`config.mk`:
```
export PLATFORM = sky130hd
export DESIGN_NAME = pito_uart_loader
export DESIGN_NICKNAME = d
export VERILOG_FILES = /design/src/rtl/pito_uart_loader_pkg.sv /design/src/rtl/pito_loader_timeout.sv /design/src/rtl/pito_uart_loader.sv
export SDC_FILE = /design/constraint.sdc
export NUM_CORES = 1
export LEC_CHECK = 0
export ABC_AREA = 1
export BUFFER_PORTS_ARGS = -buffer_cell sky130_fd_sc_hd__buf_4
export CORE_ASPECT_RATIO = 0.7
export CORE_MARGIN = 4
export CORE_UTILIZATION = 30
export DETAILED_ROUTE_END_ITERATION = 8
export SLEW_MARGIN = 25
export SYNTH_ARGS = -nofsm -noshare
export SYNTH_HDL_FRONTEND = slang
export SYNTH_SLANG_ARGS = --single-unit
```
`constraint.sdc`:
```
create_clock -name clk -period 2.9 [get_ports clk]
set_input_delay 0.87 -clock clk [delete_from_list [all_inputs] [get_ports clk]]
set_output_delay 0.87 -clock clk [all_outputs]
set_load 0.01 [all_outputs]
```
`src/rtl/pito_uart_loader_pkg.sv`:
```
`default_nettype none
// +----------------------------------------------------------------------+
// | pito_uart_loader_pkg                                                 |
// | Shared types and constants for the UART boot loader.                 |
// | Revision: 1.0                                                        |
// +----------------------------------------------------------------------+
package pito_uart_loader_pkg;

   typedef enum logic [2:0] {
      ST_IDLE = 3'd0,
      ST_CMD  = 3'd1,
      ST_ADDR = 3'd2,
      ST_LEN  = 3'd3,
      ST_DATA = 3'd4,
      ST_CSUM = 3'd5,
      ST_RESP = 3'd6
   } loader_state_e;

   localparam logic [7:0] LOADER_CMD_WIMEM = 8'h01;
   localparam logic [7:0] LOADER_CMD_WDMEM = 8'h02;
   localparam logic [7:0] LOADER_CMD_RUN   = 8'h03;
   localparam logic [7:0] LOADER_CMD_HALT  = 8'h04;
   localparam logic [7:0] LOADER_ACK       = 8'h06;
   localparam logic [7:0] LOADER_NACK      = 8'h15;

   // True when a byte address / word count pair cannot be written to a RAM of 2^aw words.
   function automatic logic range_bad(input logic [31:0] addr,
                                      input logic [15:0] len,
                                      input int unsigned aw);
      logic [32:0] lim;
      lim = 33'd1 << aw;
      return (addr[1:0] != 2'b00) ||
             (({3'b000, addr[31:2]} + {17'd0, len}) > lim);
   endfunction

endpackage
`default_nettype wire

```
`src/rtl/pito_loader_timeout.sv`:
```
`default_nettype none
// +----------------------------------------------------------------------+
// | pito_loader_timeout                                                  |
// | Reloadable down-counter that strobes once TIMEOUT_CYCLES idle        |
// | enabled cycles have elapsed since the last clear.                    |
// | Revision: 1.0                                                        |
// +----------------------------------------------------------------------+
module pito_loader_timeout #(
   parameter int unsigned TIMEOUT_CYCLES = 1000000
) (
   input  logic clk,
   input  logic rst_n,
   input  logic clear,
   input  logic enable,
   output logic expired
);

   localparam int unsigned CW = $clog2(TIMEOUT_CYCLES + 1);
   localparam logic [CW-1:0] c_load_val = CW'(TIMEOUT_CYCLES - 1);

   logic [CW-1:0] r_count;

   always_ff @(posedge clk or negedge rst_n) begin
      if (!rst_n) begin
         r_count <= c_load_val;
      end else if (clear) begin
         r_count <= c_load_val;
      end else if (enable && (r_count != '0)) begin
         r_count <= r_count - CW'(1);
      end
   end

   // A clear in the same cycle always beats expiry.
   assign expired = enable && !clear && (r_count == '0);

endmodule
`default_nettype wire

```
`src/rtl/pito_uart_loader.sv`:
```
`default_nettype none
// +----------------------------------------------------------------------+
// | pito_uart_loader                                                     |
// | UART packet boot loader: programs imem/dmem, answers ACK/NACK and    |
// | releases the pito core on RUN.                                       |
// | Revision: 1.0                                                        |
// +----------------------------------------------------------------------+
module pito_uart_loader #(
   parameter int unsigned IMEM_ADDR_W    = 10,
   parameter int unsigned DMEM_ADDR_W    = 10,
   parameter int unsigned TIMEOUT_CYCLES = 1000000,
   parameter logic [7:0]  SYNC_BYTE      = 8'hA5
) (
   input  logic                   clk,
   input  logic                   rst_n,
   input  logic                   rx_valid,
   input  logic [7:0]             rx_data,
   output logic                   tx_valid,
   input  logic                   tx_ready,
   output logic [7:0]             tx_data,
   output logic                   imem_req,
   output logic                   imem_we,
   output logic [IMEM_ADDR_W-1:0] imem_addr,
   output logic [31:0]            imem_wdata,
   output logic [3:0]             imem_be,
   output logic                   dmem_req,
   output logic                   dmem_we,
   output logic [DMEM_ADDR_W-1:0] dmem_addr,
   output logic [31:0]            dmem_wdata,
   output logic [3:0]             dmem_be,
   output logic                   core_rst_n,
   output logic                   busy,
   output logic                   err_timeout
);

   import pito_uart_loader_pkg::*;

   localparam int unsigned WA_W = (IMEM_ADDR_W > DMEM_ADDR_W) ? IMEM_ADDR_W : DMEM_ADDR_W;

   loader_state_e   r_state;
   logic [7:0]      r_cmd;
   logic [31:0]     r_addr;
   logic [7:0]      r_len_lo;
   logic [15:0]     r_words_left;
   logic [WA_W-1:0] r_waddr;
   logic [23:0]     r_shift;
   logic [1:0]      r_byte_cnt;
   logic [7:0]      r_csum;
   logic            r_bad;
   logic            r_ack;

   logic            w_tmo_en;
   logic            w_tmo_clear;
   logic            w_expired;
   logic [15:0]     w_len;
   logic [31:0]     w_word;
   logic            w_is_dmem;

   assign w_tmo_en    = (r_state != ST_IDLE) && (r_state != ST_RESP);
   assign w_tmo_clear = rx_valid || !w_tmo_en;
   assign w_len       = {rx_data, r_len_lo};
   assign w_word      = {rx_data, r_shift};
   assign w_is_dmem   = (r_cmd == LOADER_CMD_WDMEM);
   assign busy        = (r_state != ST_IDLE);

   pito_loader_timeout #(
      .TIMEOUT_CYCLES (TIMEOUT_CYCLES)
   ) u_timeout (
      .clk     (clk),
      .rst_n   (rst_n),
      .clear   (w_tmo_clear),
      .enable  (w_tmo_en),
      .expired (w_expired)
   );

   always_ff @(posedge clk or negedge rst_n) begin
      if (!rst_n) begin
         r_state      <= ST_IDLE;
         r_cmd        <= 8'h00;
         r_addr       <= 32'h0;
         r_len_lo     <= 8'h00;
         r_words_left <= 16'h0;
         r_waddr      <= '0;
         r_shift      <= 24'h0;
         r_byte_cnt   <= 2'd0;
         r_csum       <= 8'h00;
         r_bad        <= 1'b0;
         r_ack        <= 1'b0;
         tx_valid     <= 1'b0;
         tx_data      <= 8'h00;
         imem_req     <= 1'b0;
         imem_we      <= 1'b0;
         imem_addr    <= '0;
         imem_wdata   <= 32'h0;
         imem_be      <= 4'h0;
         dmem_req     <= 1'b0;
         dmem_we      <= 1'b0;
         dmem_addr    <= '0;
         dmem_wdata   <= 32'h0;
         dmem_be      <= 4'h0;
         core_rst_n   <= 1'b0;
         err_timeout  <= 1'b0;
      end else begin
         // Write strobes live for exactly one cycle.
         imem_req <= 1'b0;
         imem_we  <= 1'b0;
         imem_be  <= 4'h0;
         dmem_req <= 1'b0;
         dmem_we  <= 1'b0;
         dmem_be  <= 4'h0;

         case (r_state)
            ST_IDLE: begin
               if (rx_valid && (rx_data == SYNC_BYTE)) begin
                  r_state     <= ST_CMD;
                  err_timeout <= 1'b0;
                  r_csum      <= 8'h00;
                  r_bad       <= 1'b0;
                  r_byte_cnt  <= 2'd0;
               end
            end

            ST_CMD: begin
               if (rx_valid) begin
                  r_csum     <= r_csum ^ rx_data;
                  r_cmd      <= rx_data;
                  r_byte_cnt <= 2'd0;
                  case (rx_data)
                     LOADER_CMD_WIMEM, LOADER_CMD_WDMEM: r_state <= ST_ADDR;
                     LOADER_CMD_RUN, LOADER_CMD_HALT:    r_state <= ST_CSUM;
                     default: begin
                        tx_data  <= LOADER_NACK;
                        tx_valid <= 1'b1;
                        r_ack    <= 1'b0;
                        r_state  <= ST_RESP;
                     end
                  endcase
               end
            end

            ST_ADDR: begin
               if (rx_valid) begin
                  r_csum     <= r_csum ^ rx_data;
                  r_addr     <= {rx_data, r_addr[31:8]};
                  r_byte_cnt <= r_byte_cnt + 2'd1;
                  if (r_byte_cnt == 2'd3) begin
                     r_byte_cnt <= 2'd0;
                     r_state    <= ST_LEN;
                  end
               end
            end

            ST_LEN: begin
               if (rx_valid) begin
                  r_csum <= r_csum ^ rx_data;
                  if (r_byte_cnt == 2'd0) begin
                     r_len_lo   <= rx_data;
                     r_byte_cnt <= 2'd1;
                  end else begin
                     r_bad        <= range_bad(r_addr, w_len,
                                               w_is_dmem ? DMEM_ADDR_W : IMEM_ADDR_W);
                     r_words_left <= w_len;
                     r_waddr      <= r_addr[WA_W+1:2];
                     r_byte_cnt   <= 2'd0;
                     r_state      <= (w_len == 16'd0) ? ST_CSUM : ST_DATA;
                  end
               end
            end

            ST_DATA: begin
               if (rx_valid) begin
                  r_csum     <= r_csum ^ rx_data;
                  r_shift    <= {rx_data, r_shift[23:8]};
                  r_byte_cnt <= r_byte_cnt + 2'd1;
                  if (r_byte_cnt == 2'd3) begin
                     if (!r_bad && w_is_dmem) begin
                        dmem_req   <= 1'b1;
                        dmem_we    <= 1'b1;
                        dmem_be    <= 4'hF;
                        dmem_addr  <= r_waddr[DMEM_ADDR_W-1:0];
                        dmem_wdata <= w_word;
                     end else if (!r_bad) begin
                        imem_req   <= 1'b1;
                        imem_we    <= 1'b1;
                        imem_be    <= 4'hF;
                        imem_addr  <= r_waddr[IMEM_ADDR_W-1:0];
                        imem_wdata <= w_word;
                     end
                     r_waddr      <= r_waddr + WA_W'(1);
                     r_words_left <= r_words_left - 16'd1;
                     if (r_words_left == 16'd1) begin
                        r_state <= ST_CSUM;
                     end
                  end
               end
            end

            ST_CSUM: begin
               if (rx_valid) begin
                  tx_valid <= 1'b1;
                  r_state  <= ST_RESP;
                  if ((r_csum == rx_data) && !r_bad) begin
                     tx_data <= LOADER_ACK;
                     r_ack   <= 1'b1;
                  end else begin
                     tx_data <= LOADER_NACK;
                     r_ack   <= 1'b0;
                  end
               end
            end

            ST_RESP: begin
               if (tx_ready) begin
                  tx_valid <= 1'b0;
                  r_state  <= ST_IDLE;
                  if (r_ack && (r_cmd == LOADER_CMD_RUN)) begin
                     core_rst_n <= 1'b1;
                  end else if (r_ack && (r_cmd == LOADER_CMD_HALT)) begin
                     core_rst_n <= 1'b0;
                  end
               end
            end

            default: r_state <= ST_IDLE;
         endcase

         // Abandon the packet silently; only reachable when no byte arrived this cycle.
         if (w_expired) begin
            r_state     <= ST_IDLE;
            err_timeout <= 1'b1;
         end
      end
   end

endmodule
`default_nettype wire

```
==> run_results.csv <==
group,metric,value,unit
power,clockPowerShare,25.3,%
setup_path,cp-end-kind,"register",
cts,cts_max_path_buffers,3,
cts,tritoncts,"yes",
detailed_routing,vias_per_cell,4.85,
synthesis,yosysMostFrequentCell,"nand2_1",
cts,clock_sinks,224,
global_route,grt_overflow,0,
global_route,grt_pass1_vias,9864,
finish,area_delta_synth_final,21.8,%
setup_path,crit_chain,"ha_1 -> fa_1 -> nand2_1 -> nand2_1 -> nand3_1 -> nand2_1 -> nand2_1 -> nand2_1 -> nand3_1 -> xor2_1 -> nand2_1 -> nor2_1 -> nand3_1 -> nand2_1 -> nand2_1",
synthesis,ys_top_cells_by_count,"405 x nand2_1, 213 x o21ai_0, 212 x dfrtp_1",
setup_path,worst-endpoint-arrival,3070,ps
cts,clk_latency,560,ps
power,power_frac_seq,37.1,%
power,p_total,0.0132,W
synthesis,synth_top_area_share,45.7,%
cts,htree_num_levels,1,
setup_path,crit_top_cell,"nand2_1",
cts,cts-hold-fix-buffers,0,
placement,dpl_cell_area,13300,um^2
power,switchingPower,0.00545,W
floorplan,core_area,37600,um^2
synthesis,ys.flop_type,"dfrtp_1",
timing,final_hold_viol_count,0,
cts,post_cts_resized,0,
timing,slew_headroom,62.5,%
floorplan,io_pins,120,
timing,rsz0062_at_grt,"no",
floorplan,die_area,42000,um^2
synthesis,async_reset_ff_share,100,%
power,pwr-share-comb,37.6,%
cts,post_cts_buffers,0,
synthesis,ys_ff_latch,224,
synthesis,seq_area_frac_synth,48.4,%
global_route,grt_max_degree,86,
power,p_int,0.00779,W
global_route,antenna_found_initial,1,
power,ir_worst_vdd,0.517,mV
power,powerDensity,937,nW/um^2
global_route,grt_usage,17.0,%
detailed_routing,dr_total_vias,10300,
placement,post-place-ws,-96.8,ps
setup_path,worstPathRequired,3340,ps
finish,seq_area,5620,um^2
synthesis,ys_types,47,
cts,root_buffer,"clkbuf_16",
synthesis,yosysWarnings,0,
detailed_routing,firstDrtPassIters,8,
finish,stdcell_count,2133,
detailed_routing,drc,0,
synthesis,synth.area.top_cells,"dfrtp_1 46%, nand2_1 13%, o21ai_0 9.2%, inv_1 5.7%, nor2_1 3.2%",
cts,cts_buffers,25,
floorplan,die_y,173,um
cts,cts.reportedPaths.clkPinSlew,70,ps
finish,antenna_cells,0,
timing,fin_crit_sh,90.7,%
timing,finalSetupViolCount,0,
setup_path,critical-path-max-stage-delay,460,ps
finish,fin_area,14100,um^2
synthesis,yosys.area.top_type,"dfrtp_1",
synthesis,synth-edff-count,0,
detailed_routing,antenna_left,0,
timing,setup_slack,271,ps
finish,post_route_cells_drive_above_1_share,16.2,%
power,netSwitchingFraction,41.1,%
finish,multi_input_area,5000,um^2
global_route,grt_pass1_wl,57600,um
status,outcome,"completed",
floorplan,die_w,243,um
placement,io_buffer_count,115,
placement,dp_cells,2088,
floorplan,rows,59,
setup_path,crit_type,"register to register",
finish,nNetsFinal,1662,
detailed_routing,drt_wl_total,36200,um
power,leakagePower,6.94,nW
placement,place.gp.congestion,0.920,
synthesis,avgSynthCellArea,7.80,um^2
placement,dp_hpwl,27600,um
timing,slew_viol_final,0,
timing,worst_pin_slew,557,ps
floorplan,initial_core_util,30.8,%
finish,nFillCells,3915,
setup_path,cp_max_fo,4,
timing,clock_skew,11.0,ps
synthesis,synthCells,1489,
setup_path,start_kind,"register",
timing,fin_crit,2630,ps
detailed_routing,wire_per_inst,17.0,um
synthesis,syn-cell-area,11600,um^2
flow_run,maxCapViolCount,0,
timing,fmax,0.380,GHz
timing,hold-worst-slack,244,ps
detailed_routing,drtIter0Drc,1122,
worst_hold_path,hp-class,"primary input to async pin",
setup_path,cpMaxStageDelayCell,"fa_1",
## per-layer routing
| layer | routed length [um] | track usage, % | share of wire (%) | vias to the layer above |
|---|---|---|---|---|
| li1 | - | - | - | 5096 |
| met2 | 13900 | 22.8 | 38 | 323 |
| met5 | 0 | 0 | 0 | - |
| met1 | 19300 | 27.6 | 53 | 4872 |
| met3 | 2350 | 3.54 | 6.5 | 46 |
| met4 | 674 | 3.36 | 1.9 | 0 |
## state kept, by name, summed over array words and instances, names as in the netlist, 10 cells and up
register	count
r_shift	24
r_words_left	16
dmem_addr	10
imem_wdata	32
imem_addr	10
dmem_wdata	32
r_waddr	10
r_addr	32
u_timeout.r_count	20
## stage by stage
stage | TNS [ps] | utilization, %
after floorplan | 0 | -
after global placement | -122 | 35.2
after detailed placement | -96.8 | 35.2
after CTS | 0 | 37.5
after global routing | 0 | 37.5
final | 0 | 37.5
## kinds of logic (layout without fill, tap and decap cells)
group | after synthesis | in the layout | share of synthesized area (%)
AND/OR/NAND/NOR | 665 | 665 | 24.8
AO/OA/AOI/OAI | 307 | 307 | 13.9
flip-flops | 224 | 224 | 48.4
adder cells (fa/ha/maj) | 23 | 23 | 2.54
multiplexers | 1 | 1 | 0.0970
buffers and inverters | 247 | 400 | 8.69
other | 1 | 4 | 0.0323
XOR/XNOR | 21 | 21 | 1.58
## worst max-delay path, delay by kind of cell, from the launching register on
| family | cells | cell delay [ps] |
|---|---|---|
| simple gates | 12 | 1200 |
| xor+xnor | 1 | 180 |
| flops | 1 | 430 |
| fa+ha+maj | 2 | 710 |
## power groups by stage
| stage | logic [W] | registers, W | clock network (W) |
|---|---|---|---|
| 2_1_floorplan | 0.00314 | 0.00464 | 0 |
| 3_3_place_gp | 0.00487 | 0.00492 | 0 |
| 3_5_place_dp | 0.00491 | 0.00494 | 0 |
| 4_1_cts | 0.00495 | 0.00490 | 0.00343 |
| 5_1_grt | 0.00566 | 0.00504 | 0.00355 |
| 6_report | 0.00498 | 0.00491 | 0.00334 |
## layout by cell type, fill, tap and decap left out, types with 7 or more instances in the layout
cell type / instances
nand2_1: 404
nand3_1: 69
nor2_2: 9
nor4_1: 14
buf_4: 165
o21ai_0: 213
xor2_1: 18
clkbuf_16: 25
inv_2: 7
ha_1: 20
inv_1: 176
nand4_1: 20
nor2_1: 100
o21ai_1: 19
nor3_1: 18
dfstp_2: 12
dfrtp_1: 211
a21oi_1: 46
## worst paths after layout
kind	slack, ps	to	startpoint	cells past startpoint
max in group asynchronous	1920	r_addr[11]	rst_n	2
worst max register to register	270	r_bad	r_addr[2]	15
min in group clk	480	r_shift[5]	r_shift[13]	2
worst max-delay path	270	r_bad	r_addr[2]	15
worst min-delay path	240	imem_addr[8]	rst_n	1
worst min register to register	480	r_shift[5]	r_shift[13]	2
## layout make-up
class | count | share of cell area (%)
Sequential cell | 224 | 39.8
Clock buffer | 32 | 4.90
Timing Repair Buffer | 171 | 9.58
Multi-Input combinational cell | 1021 | 35.4
Tap cell | 488 | 4.32
Inverter | 184 | 4.89
Clock inverter | 13 | 1.19
Power figures use the tool's default switching activity.
